[config.mk]
export PLATFORM = sky130hd
export DESIGN_NAME = mps_op_on_seq
export DESIGN_NICKNAME = d
export VERILOG_FILES = /design/src/rtl/mps_op_on_seq.sv
export SDC_FILE = /design/constraint.sdc
export NUM_CORES = 1
export LEC_CHECK = 0
export BUFFER_PORTS_ARGS = -buffer_cell sky130_fd_sc_hd__buf_2
export CAP_MARGIN = 10
export CORE_MARGIN = 2
export CORE_UTILIZATION = 55
export CTS_CLUSTER_DIAMETER = 120
export DETAILED_ROUTE_END_ITERATION = 10
export PLACE_DENSITY = 0.79
export SKIP_LAST_GASP = 1
export SYNTH_ARGS = -nofsm -noshare
export SYNTH_HDL_FRONTEND = slang
export SYNTH_SLANG_ARGS = --single-unit
[constraint.sdc]
create_clock -name i_clk -period 3.73 [get_ports i_clk]
set_input_delay 0.373 -clock i_clk [delete_from_list [all_inputs] [get_ports i_clk]]
set_output_delay 0.373 -clock i_clk [all_outputs]
set_load 0.02 [all_outputs]
[src/rtl/mps_op_on_seq.sv]
// MPS power-up sequencer: discharge, slow-charge and main contactor phases.
// Publishes a 4-bit state code that the system FSM decodes downstream.
module mps_op_on_seq #(
  parameter int                ADC_W      = 16,
  parameter int unsigned       T_DISCHG   = 100000,
  parameter int unsigned       T_SLOW_MAX = 5000000,
  parameter int unsigned       T_MAIN     = 100000,
  parameter int unsigned       T_SLOW_OFF = 100000,
  parameter logic [ADC_W-1:0]  DC_MIN     = ADC_W'(30000),
  parameter int unsigned       T_HOLD     = 2
) (
  input  logic             i_clk,
  input  logic             i_rst,
  input  logic             i_op_on_flag,
  input  logic             i_intl_flag,
  input  logic [ADC_W-1:0] i_dc_link,
  output logic [3:0]       o_op_on_fsm,
  output logic             o_busy,
  output logic [1:0]       o_fail_code
);

  localparam logic [3:0] IDLE      = 4'd0;
  localparam logic [3:0] DIS_OPEN  = 4'd1;
  localparam logic [3:0] DIS_WAIT  = 4'd2;
  localparam logic [3:0] SLOW_ON   = 4'd5;
  localparam logic [3:0] SLOW_WAIT = 4'd6;
  localparam logic [3:0] MAIN_ON   = 4'd9;
  localparam logic [3:0] MAIN_WAIT = 4'd10;
  localparam logic [3:0] SLOW_OFF  = 4'd11;
  localparam logic [3:0] SOFF_WAIT = 4'd12;
  localparam logic [3:0] CHECK     = 4'd13;
  localparam logic [3:0] DONE      = 4'd14;
  localparam logic [3:0] FAIL      = 4'd15;

  localparam logic [31:0] END_DIS  = 32'(T_DISCHG - 1);
  localparam logic [31:0] END_SLOW = 32'(T_SLOW_MAX - 1);
  localparam logic [31:0] END_MAIN = 32'(T_MAIN - 1);
  localparam logic [31:0] END_SOFF = 32'(T_SLOW_OFF - 1);
  localparam logic [31:0] END_HOLD = 32'(T_HOLD - 1);

  logic [3:0]  state;
  logic [3:0]  nxt;
  logic [1:0]  fail;
  logic [1:0]  fail_nxt;
  logic [31:0] cnt;
  logic        dc_ok;

  assign dc_ok = (i_dc_link >= DC_MIN);

  // Dwell counter restarts whenever the state code changes.
  always_ff @(posedge i_clk) begin
    if (i_rst) begin
      state <= IDLE;
      fail  <= 2'd0;
      cnt   <= 32'd0;
    end else begin
      state <= nxt;
      fail  <= fail_nxt;
      cnt   <= (nxt != state) ? 32'd0 : cnt + 32'd1;
    end
  end

  always_comb begin
    nxt      = state;
    fail_nxt = fail;
    if (state != IDLE && i_intl_flag) begin
      nxt      = IDLE;
      fail_nxt = 2'd3;
    end else begin
      case (state)
        IDLE: begin
          if (i_op_on_flag && !i_intl_flag) begin
            nxt      = DIS_OPEN;
            fail_nxt = 2'd0;
          end
        end
        DIS_OPEN: nxt = DIS_WAIT;
        DIS_WAIT: if (cnt == END_DIS) nxt = SLOW_ON;
        SLOW_ON:  nxt = SLOW_WAIT;
        SLOW_WAIT: begin
          // Threshold wins over a timeout on the same cycle.
          if (dc_ok) begin
            nxt = MAIN_ON;
          end else if (cnt == END_SLOW) begin
            nxt      = FAIL;
            fail_nxt = 2'd1;
          end
        end
        MAIN_ON:   nxt = MAIN_WAIT;
        MAIN_WAIT: if (cnt == END_MAIN) nxt = SLOW_OFF;
        SLOW_OFF:  nxt = SOFF_WAIT;
        SOFF_WAIT: if (cnt == END_SOFF) nxt = CHECK;
        CHECK: begin
          if (dc_ok) begin
            nxt = DONE;
          end else begin
            nxt      = FAIL;
            fail_nxt = 2'd2;
          end
        end
        DONE, FAIL: if (cnt == END_HOLD) nxt = IDLE;
        default: nxt = IDLE;
      endcase
    end
  end

  always_comb begin
    o_op_on_fsm = state;
    o_busy      = (state != IDLE);
    o_fail_code = fail;
  end

endmodule

Yosys cells after proc, flatten, opt, wreduce, memory -nomap -nowiden. Cells that the tools add are included.

Flip-flop bits (word level): 38. Logic and storage cells: 49.

$add $sub $neg: 1. Magnitude comparators: 1. Equal/unequal tests: 19. Muxes and demuxes: 16. Reductions and logical operators: 9.

Operator list (count): case mux 4 bit (11 select lines) (1); adder 32 x 1 -> 32 bit (second input constant) (1); == test 32 x 1 -> 1 bit (second input constant) (1); == test 32 x 17 -> 1 bit (second input constant) (1); == test 32 x 23 -> 1 bit (second input constant) (1); two-way mux 4 bit (8); == test 4 bit (second input constant) (7); greater-or-equal comparator 16 x 15 -> 1 bit (second input constant) (1); inequality test 3 bit (second input constant) (4); two-way mux 2 bit (5); == test 4 x 3 -> 1 bit (second input constant) (2); nonzero test 4 bit (2); case mux 2 bit (3 select lines) (1); AND reduction 5 bit (1); == test 4 x 1 -> 1 bit (second input constant) (1); == test 4 x 2 -> 1 bit (second input constant) (1); logical NOT 4 bit (1); inequality test 4 bit (1); OR reduction 2 bit (2); logical AND 1 bit (2); logical NOT 1 bit (1); two-way mux 1 bit (1).

Longest topological paths before layout. Gate-level depths: netlist (run 1).

Depth in word-level cells: 7. Depth in mapped cells: 9. Depth with buffers taken out: 8.

Worst setup path before layout (run 1). OpenSTA, ideal clock, no wires.

Path type: register to register. From: register state[1], in the netlist o_op_on_fsm[1]. To: register cnt[10]. Arrival time: 2371 ps. Path slack: 1286 ps. Stages on the path, launching flop included: 9. Buffers on the path: 2. Cell sequence: dfxtp_1 > buf_2 > or4_4 > o21ai_1 > nor2b_1 > a32oi_1 > a221o_2 > buf_6 > nor3_2.

Elaborated cells on any way between the ends: 26. Those cells by class: eq/ne: 12; mux: 9; reduce/logical: 5.

RTL lines: start, declared (line 41) `logic [3:0] state;`; start signal, assigned (line 57) `state <= nxt;`; nonzero test 4 bit; net o_busy (line 18) `output logic o_busy,`; logical AND 1 bit (line 66) `if (state != IDLE && i_intl_flag) begin`; two-way mux 4 bit (line 66); inequality test 4 bit (line 59) `cnt <= (nxt != state) ? 32'd0 : cnt + 32'd1;`; OR reduction 2 bit (no source line); end signal, assigned (line 59); end, declared (line 45) `logic [31:0] cnt;`.

The timed path passes the listed nets, and every way through them passes these cells. A chain may end at the register's enable or synchronous reset.

Worst setup path in the final report (run 1).
From: register cnt[15]. To: register cnt[23].

Word-level cells in the longest chain between the ends: 7. Elaborated cells on any way between the ends: 14. Those cells by class: add/sub: 1; eq/ne: 4; mux: 8; reduce/logical: 1.

RTL lines: == test 32 x 23 -> 1 bit (line 84) `end else if (cnt == END_SLOW) begin`; two-way mux 4 bit (line 84); two-way mux 4 bit (line 82) `if (dc_ok) begin`; case mux 4 bit (11 select lines) (line 70) `case (state)`; two-way mux 4 bit (line 66); inequality test 4 bit (line 59); OR reduction 2 bit (no source line).

Several ways; a longest one is shown, not always the timed one.

==> results of run 1 <==
[cell usage after synthesis, types with 4 or more instances]
master	count
and3_1	7
nor4_1	4
nand2b_1	4
nand3_1	11
dfxtp_1	38
clkbuf_1	4
xnor2_1	14
nand4_1	9
buf_2	5
nor2_1	14
inv_1	7
nand2_1	22
xor2_1	16
nor3_1	12
nor3_2	30
[flip-flops by register name, summed over array words and instances, names as in the netlist]
register,cells
cnt,32
o_fail_code,2
o_op_on_fsm,4
[cell families after synthesis]
group | share of synthesized area, %
AND/OR/NAND/NOR | 39.7
flip-flops | 33.0
XOR/XNOR | 11.4
AO/OA/AOI/OAI | 10.5
buffers and inverters | 4.35
adder cells (fa/ha/maj) | 1.09
[cells in the final DEF (no fill, tap or decap), types with 2 or more instances in the layout]
cell,n
a211o_1,2
and3_1,7
dfxtp_1,38
inv_1,7
nor3_1,12
a21oi_1,2
nand4_1,9
and2_1,3
nor3_2,30
buf_4,2
o31ai_1,2
nand3_1,11
nor3b_1,2
nand2b_1,4
ha_1,2
xnor2_1,14
buf_2,22
and4_1,2
or3_1,2
nand2_1,22
xor2_1,16
clkbuf_8,6
nor2b_1,3
nor2_1,14
nor4_1,4
o21ai_0,3
[area by class of cell]
class	count	area (um2)	share of cell area (%)
repair buffers	24	125	4.95
inverters	7	26.3	1.04
clock buffers	7	86.3	3.42
multi-input cells	197	1460	57.8
clock inverters	1	5.00	0.198
flip-flops and latches	38	761	30.1
well taps	50	62.6	2.48
[power breakdown]
part | internal, mW | total, mW | switching (mW)
combinational | 0.0368 | 0.120 | 0.0837
clock | 0.149 | 0.291 | 0.142
sequential | 0.411 | 0.418 | 0.00721
total | 0.597 | 0.830 | 0.233
[critical path, stage by stage, from the launching register on]
cell,delay [ns]
dfxtp_1,0.38
nor4_1,0.39
nand4_1,0.28
nor3_4,0.35
o311ai_1,0.18
a211o_1,0.31
a221o_2,0.70
nor3b_1,0.32
[layer usage]
metal  vias up  track usage, %  part of all wire [%]
met5         -               0                     0
met4         0            6.13                   1.2
met3         8            5.36                   6.2
met2        48            34.7                    47
met1       889            27.5                    46
li1        961               -                     -
[worst max-delay path by stage]
stage / startpoint / end / slack [ns] / cells past startpoint
after global routing: cnt[0] / cnt[29] / 0.52 / 8
after global placement: i_dc_link[5] / cnt[23] / 0.81 / 8
after detailed placement: i_dc_link[5] / cnt[23] / 0.73 / 8
final: cnt[15] / cnt[23] / 0.71 / 7
after floorplan: o_op_on_fsm[1] / cnt[10] / 1.29 / 8
after CTS: o_op_on_fsm[0] / cnt[23] / 0.73 / 7
[through the flow]
step                instances  power, mW  worst slack [ns]
floorplan                 254      0.520              1.29
global placement          316      0.548             0.808
detailed placement        316      0.548             0.732
CTS                       324      0.838             0.733
global route              324      0.869             0.519
finish                    324      0.830             0.715
==> out/results.txt, run 1 <==
Status: finished clean
Min cycle time layout: 3.02 ns
Ys Warns: 0
WHS Path Cells: 2
Unique masters post-synth: 56
Power per standard cell area: 328 nW/um2
CTS Hold Bufs: 0
Syn Area/Cell: 9.07 um2
Final TNS setup: 0 ns
CP Class: flip-flop to flip-flop
Max Freq: 0.332 GHz
R2R Setup Slk: 0.71 ns
Die area: 4720 um2
Placed Area: 2440 um2
Yosys top cell area share: 33.0%
Number of synthesized flops with an enable pin: 0
Starting Density: 57.2%
Top post-synthesis cells by area: dfxtp_1 33%, nor3_2 13%, xor2_1 6.1%
Worst relative slew slack: 37.3%
H-tree depth: 2
Hold endpoint: o_fail_code[1]
CTS sink cnt: 38
Die width: 68.7 um
FF+latch count, synth: 38
Ys flop type: dfxtp_1
Core area: 4030 um2
Critical Path Source Type: flip-flop
Routability Congestion: 0.898
# DRC: 0
Io pins: 27
# resized after CTS: 0
Area delta synth->final: 9.72%
Row Count: 23
R2R cell count: 7
Design Area, Final: 2530 um2
PortBufs: 22
RR Startpoint: cnt[15]
First-pass GRT wire length: 7.58 mm
Setup Buffers After CTS: 0
Tcrit/Tclk final: 80.8%
CP endpoint kind: flip-flop
Reg clk slew, reported paths: 0.08 ns
Worst hold slack: 0.273 ns
Setup violations, final: 0
Max FO, Critical Path: 32
Via count: 1,906
Total GRT Usage: 21.2%
Routed wire length: 4.59 mm
VDD IR-drop max: 224 uV
Vias in the first global route: 1,705
MaxCap Viol Count: 0
DR iter-0 viols: 153
Unrepaired setup endpoints after global routing: false
CP required: 3.94 ns
CP arrival: 3.22 ns
Yosys top cell by area: dfxtp_1
Fin. Hold Viols: 0
Asr flop ratio synth: 0%
Vias per cell: 5.88
Clk Latency, worst-skew pair: 0.29 ns
Sequential fraction of the synthesis area: 33.0%
Syn nets: 276
Hold crit path type: input port to flip-flop
Pin count of the biggest net entering global routing: 33
Initial antenna violation count: 0
Synthesized instance count: 254
Fin util: 62.7%
CTS buffer count: 5
Fin nets: 295
Post-route ant nets: 0
Routed len/inst: 14.2 um
Hold Crit Start: i_rst
Cell Area, Synth: 2300 um2
Congestion Overflow GR: 0
Layout cells sized above 1: 26.6%
Clock Tree Buf Depth: 2
Reg-to-reg endpoint: cnt[23]
Clock skew: 0.0132 ns
Pleak: 0.864 nW
Clk root buf: clkbuf_8
TritonRoute pass-1 iters: 4
Antenna diodes: 0
Die H: 68.7 um
Post-DP HPWL: 3.20 mm
Least-Margin Pin Slew: 0.940 ns
CTS tree: built
Slew Viols, Final: 0
Fillers: 365
No activity file was read; power rests on OpenSTA's default activity.
==> run 2, diff against run 1 <==
==> constraint.sdc (replaced) <==
create_clock -name i_clk -period 3.1 [get_ports i_clk]
set_input_delay 0.31 -clock i_clk [delete_from_list [all_inputs] [get_ports i_clk]]
set_output_delay 0.31 -clock i_clk [all_outputs]
set_load 0.02 [all_outputs]
==> run 2 against run 1 <==
Critical path depth is 1 higher. Routed wire length is 0.81% higher. Largest power group unchanged. Critical path type unchanged. Power is 18% higher. Cell area is 1.6% higher. Via count is 0.79% higher. Register-to-register slack worse by 0.32 ns. Flip-flop and latch count stayed put. Worst hold slack worse by 0.056 ns. Die area stayed put.
==> out/results.txt, run 2 (same netlist as run 1, synthesis figures left out) <==
H-tree depth: 2 (unchanged)
Hold crit path type: input port to flip-flop
Vias per cell: 5.87 (-0.14%)
Die width: 68.7 um (unchanged)
Max reg flops: 32 (unchanged)
Buf/Inv on CP: 1 (+1)
Slew Viols, Final: 0 (unchanged)
Fillers: 356 (-2.5%)
Crit path max-delay family: simple AND/OR/NAND/NOR gates
Sw frac: 27.7% (-0.34 points)
VDD IR-drop max: 219 uV (-2.3%)
Area delta synth->final: 11.5%
# resized after CTS: 0 (unchanged)
Tcrit/Tclk final: 87.3% (+6.5 points)
DR iter-0 viols: 137 (-10%)
Clk Latency, worst-skew pair: 0.29 ns (about the same)
Storage cell area: 761 um2 (unchanged)
Total GRT Usage: 22.3% (+1.1 points)
Max Freq: 0.370 GHz (+11%)
Switching Power: 0.271 mW (+16%)
Clock Tree Buf Depth: 2 (unchanged)
RR Startpoint: cnt[15]
Least-Margin Pin Slew: 0.469 ns (-0.471 ns)
Area of the multi-input gates: 1460 um2 (unchanged)
Unrepaired setup endpoints after global routing: false
Worst hold slack: 0.218 ns (-0.0556 ns)
CP arrival: 2.92 ns (-0.30 ns)
Post-DP HPWL: 3.30 mm (+3.2%)
Crit-path slowest cell: nor4_1
Fin nets: 299 (+1.4%)
CP required: 3.31 ns (-0.63 ns)
Layout cells sized above 1: 27.1% (+0.43 points)
Clock skew: 0.00779 ns (-0.00545 ns)
Final TNS setup: 0 ns (unchanged)
Int Pwr: 0.707 mW (+18%)
CP Class: flip-flop to flip-flop
Via count: 1,921 (+0.79%)
Critical Path Source Type: flip-flop
Starting Density: 57.2% (unchanged)
CTS sink cnt: 38 (unchanged)
Pin count of the biggest net entering global routing: 33 (unchanged)
Initial antenna violation count: 0 (unchanged)
Largest Register: cnt
Routed wire length: 4.63 mm (+0.81%)
Row Count: 23 (unchanged)
Max FO, Critical Path: 32 (unchanged)
Io pins: 27 (unchanged)
Power per standard cell area: 381 nW/um2 (+16%)
Vias in the first global route: 1,885 (+11%)
Post-route ant nets: 0 (unchanged)
First-pass GRT wire length: 8.02 mm (+5.8%)
Commonest non-fill, non-tap cell in the layout: dfxtp_1
Hold Crit Start: i_rst
CP endpoint kind: flip-flop
Comb power frac: 16.3% (+1.8 points)
TritonRoute pass-1 iters: 4 (unchanged)
CTS tree: built
Cells along the critical path: nor4_1, nand4_1, nor3_4, o311ai_1, a211o_1, a221o_2, buf_12, nor3_2
Routed len/inst: 14.2 um (-0.12%)
Clock network power share: 32.2% (-2.9 points)
Most frequent cells in the layout: 38 x dfxtp_1, 30 x nor3_2, 22 x nand2_1, 22 x buf_2, 16 x xor2_1
# DRC: 0 (unchanged)
PortBufs: 22 (unchanged)
CTS Hold Bufs: 0 (unchanged)
Pleak: 0.883 nW (+2.2%)
CTS buffer count: 5 (unchanged)
Clk root buf: clkbuf_8
Worst setup path start: cnt[15]
Die H: 68.7 um (unchanged)
Sequential share of power: 51.5% (+1.1 points)
Congestion Overflow GR: 0 (unchanged)
Core area: 4030 um2 (unchanged)
Setup violations, final: 0 (unchanged)
Min cycle time layout: 2.71 ns (-0.309 ns)
Routability Congestion: 0.893 (-0.60%)
Die area: 4720 um2 (unchanged)
Reg clk slew, reported paths: 0.07 ns (about the same)
Setup Buffers After CTS: 0 (unchanged)
Antenna diodes: 0 (unchanged)
Fin. Hold Viols: 0 (unchanged)
Status: finished clean
Worst stage delay on the critical path: 0.40 ns (-0.30 ns)
Worst relative slew slack: 68.3% (+31 points)
MaxCap Viol Count: 0 (unchanged)
## run 2: metal layers
metal,vias to the layer above,global-route usage [%],share of wire (%)
met5,-,0,0
met3,5,5.84,6.0
met4,0,5.88,0.67
met1,897,26.5,46
met2,50,39.7,48
li1,969,-,-
## run 2: power by group through the flow
stage | clock (mW) | combinational, mW | sequential (mW)
after floorplan | 0 | 0.112 | 0.514
after global placement | 0 | 0.160 | 0.515
after detailed placement | 0 | 0.160 | 0.515
after CTS | 0.329 | 0.161 | 0.504
after global routing | 0.353 | 0.176 | 0.505
final | 0.315 | 0.160 | 0.504
## run 2: stage by stage
stage / area [um2] / utilization [%] / worst slack (ns) / power, mW / instances
6_report: 2570 / 63.7 / 0.394 / 0.978 / 327
5_1_grt: 2570 / 63.7 / 0.244 / 1.03 / 327
4_1_cts: 2570 / 63.7 / 0.429 / 0.994 / 327
3_5_place_dp: 2490 / 61.8 / 0.442 / 0.675 / 320
3_3_place_gp: 2490 / 61.8 / 0.483 / 0.675 / 320
2_1_floorplan: 2300 / - / 0.656 / 0.626 / 254
## run 2: worst paths after layout
check        cells after the start        endpoint  slack, ns
min                              2  o_fail_code[0]       0.22
min reg2reg                      2  o_fail_code[1]       0.50
max                              8         cnt[30]       0.39
max reg2reg                      8         cnt[30]       0.39
## run 2: layout make-up
class | instances | area share (%)
inverter | 7 | 1.02
clock buffer | 7 | 2.97
tap | 50 | 2.44
multi-input combinational | 197 | 56.9
timing repair buffer | 28 | 7.02
sequential | 38 | 29.6
==> run 3, diff against run 2 <==
--- a/config.mk
+++ b/config.mk
@@ -5,13 +5,14 @@
 export SDC_FILE = /design/constraint.sdc
 export NUM_CORES = 1
 export LEC_CHECK = 0
+export ABC_AREA = 1
 export BUFFER_PORTS_ARGS = -buffer_cell sky130_fd_sc_hd__buf_2
 export CAP_MARGIN = 10
 export CORE_MARGIN = 2
 export CORE_UTILIZATION = 55
 export CTS_CLUSTER_DIAMETER = 120
 export DETAILED_ROUTE_END_ITERATION = 10
-export PLACE_DENSITY = 0.79
+export PLACE_DENSITY = 0.78
 export SKIP_LAST_GASP = 1
 export SYNTH_ARGS = -nofsm -noshare
 export SYNTH_HDL_FRONTEND = slang
==> run 3 against run 2 <==
Synthesized cell count increased by 56%. Worst setup slack better by 0.20 ns. Non-clock buffer count is 3 lower. Clock skew decreased by 0.00057 ns. Largest power group is now clock.
==> out/results.txt, run 3 <==
Status: finished clean
Cell Area, Synth: 2810 um2 (+22%)
Routability Congestion: 1.04 (+17%)
Die area: 5690 um2 (+20%)
Post-DP HPWL: 4.19 mm (+27%)
Setup Buffers After CTS: 0 (unchanged)
Sequential fraction of the synthesis area: 27.1% (-5.9 points)
# resized after CTS: 0 (unchanged)
Via count: 2,400 (+25%)
Final TNS setup: 0 ns (unchanged)
Layout cells sized above 1: 23.4% (-3.7 points)
TritonRoute pass-1 iters: 6 (+2)
Ys Warns: 0 (unchanged)
CTS sink cnt: 38 (unchanged)
Row Count: 25 (+8.7%)
Yosys top cell area share: 27.1% (-5.9 points)
Hold crit path type: input port to flip-flop
CP arrival: 2.69 ns (-0.23 ns)
Unrepaired setup endpoints after global routing: false
Pleak: 1.26 nW (+42%)
Critical Path Source Type: flip-flop
DR iter-0 viols: 185 (+35%)
# DRC: 0 (unchanged)
Number of synthesized flops with an enable pin: 0 (unchanged)
Die H: 75.4 um (+9.8%)
Most frequent cells in the layout: 84 x nand2_1, 61 x inv_1, 55 x nor2_1
Fin. Hold Viols: 0 (unchanged)
Hold endpoint: o_fail_code[0]
Initial antenna violation count: 0 (unchanged)
Worst relative slew slack: 69.1% (+0.79 points)
Min cycle time layout: 2.50 ns (-0.203 ns)
Syn Area/Cell: 7.10 um2 (-22%)
CTS buffer count: 5 (unchanged)
Hold Crit Start: i_rst
Crit path max-delay family: simple AND/OR/NAND/NOR gates
R2R cell count: 15 (+7)
VDD IR-drop max: 340 uV (+55%)
CP endpoint kind: flip-flop
Congestion Overflow GR: 0 (unchanged)
Post-route ant nets: 0 (unchanged)
Starting Density: 58.3% (+1.1 points)
Io pins: 27 (unchanged)
Unique masters post-synth: 27 (-52%)
Syn nets: 417 (+51%)
Largest Register: cnt
Power per standard cell area: 371 nW/um2 (-2.7%)
Synthesized instance count: 395 (+56%)
R2R Setup Slk: 0.60 ns (+0.20 ns)
Fin util: 64.4% (+0.69 points)
Max reg flops: 32 (unchanged)
Tcrit/Tclk final: 80.7% (-6.5 points)
Max FO, Critical Path: 17 (-47%)
Clock skew: 0.00722 ns (-0.000569 ns)
Clk Latency, worst-skew pair: 0.29 ns (about the same)
Routed len/inst: 11.3 um (-20%)
CP required: 3.29 ns (-0.02 ns)
Least-Margin Pin Slew: 0.463 ns (-0.00612 ns)
RR Startpoint: cnt[0]
Setup violations, final: 0 (unchanged)
Vias per cell: 4.90 (-17%)
FF+latch count, synth: 38 (unchanged)
PortBufs: 22 (unchanged)
Area delta synth->final: 10.6%
Core area: 4820 um2 (+20%)
Buf/Inv on CP: 2 (+1)
Asr flop ratio synth: 0% (unchanged)
Most common cell in the netlist: nand2_1
Total GRT Usage: 21.4% (-0.86 points)
MaxCap Viol Count: 0 (unchanged)
Top post-synthesis cells by area: dfxtp_1 27%, nor2_4 13%, nand2_1 11%
Worst stage delay on the critical path: 0.44 ns (+0.04 ns)
Clk root buf: clkbuf_8
Slew Viols, Final: 0 (unchanged)
First-pass GRT wire length: 9.45 mm (+18%)
Synth cell count leaders: 84 x nand2_1, 61 x inv_1, 55 x nor2_1
Cells along the critical path: ha_1, nand3_2, inv_2, nand2_4, nor2_1, nand3_1, nand2_1, nand2_2, nand4_1, nand3_1, nand3_1, nor2_2, nand2_4, buf_4, nor2_4
Max Freq: 0.400 GHz (+8.1%)
CTS Hold Bufs: 0 (unchanged)
Yosys top cell by area: dfxtp_1
WHS Path Cells: 2 (unchanged)
Pin count of the biggest net entering global routing: 18 (-45%)
Antenna diodes: 0 (unchanged)
Clock Tree Buf Depth: 2 (unchanged)
Ys flop type: dfxtp_1
CP Class: flip-flop to flip-flop
Die width: 75.4 um (+9.8%)
Fin nets: 444 (+48%)
Reg clk slew, reported paths: 0.08 ns (about the same)
H-tree depth: 2 (unchanged)
CTS tree: built
Vias in the first global route: 2,170 (+15%)
Routed wire length: 5.53 mm (+19%)
Commonest non-fill, non-tap cell in the layout: nand2_1
Cell repeated most along the worst path: nand3_1
Crit-path slowest cell: dfxtp_1
Reg-to-reg endpoint: cnt[19]
[run 3: worst max-delay path by stage]
stage	start	endpoint	slack, ns	cells past startpoint
4_1_cts	cnt[0]	cnt[19]	0.57	15
5_1_grt	cnt[0]	cnt[19]	0.33	15
3_3_place_gp	cnt[0]	cnt[18]	0.62	15
3_5_place_dp	cnt[0]	cnt[19]	0.58	15
2_1_floorplan	cnt[0]	cnt[28]	1.16	11
6_report	cnt[0]	cnt[19]	0.60	15
[run 3: power breakdown]
part	internal [mW]	total, mW	switching [mW]
logic	0.0437	0.137	0.0928
registers	0.494	0.503	0.00884
clock network	0.323	0.511	0.189
[run 3: per-stage QoR]
stage	area, um2	std cells	hold slack (ns)	worst slack, ns	total power, mW
finish	3100	490	0.282	0.597	1.15
global route	3100	490	0.276	0.328	1.20
CTS	3100	490	0.267	0.572	1.17
global placement	2970	482	0.451	0.624	0.649
floorplan	2810	395	0.379	1.16	0.633
detailed placement	2970	482	0.461	0.584	0.651
[run 3: cell families after synthesis]
kind of cell    synth area share, %
flops                          27.1
simple gates                   49.0
xor+xnor                       9.36
buf+inv                        11.7
fa+ha+maj                     0.892
compound gates                 1.92
[run 3: layout make-up]
type / count / area, um2
timing repair buffer: 25 / 145
fill: 456 / 1710
clock inverter: 3 / 68.8
tap: 67 / 83.8
inverter: 69 / 259
sequential: 38 / 761
multi-input combinational: 283 / 1720
clock buffer: 5 / 68.8
[run 3: per-layer routing]
metal | vias to the layer above | GRT usage [%] | routed length (um)
met1 | 1059 | 30.2 | 2720
met5 | - | 0 | 0
met4 | 0 | 6.63 | 76
met2 | 66 | 33.1 | 2510
met3 | 8 | 4.23 | 219
li1 | 1267 | - | -
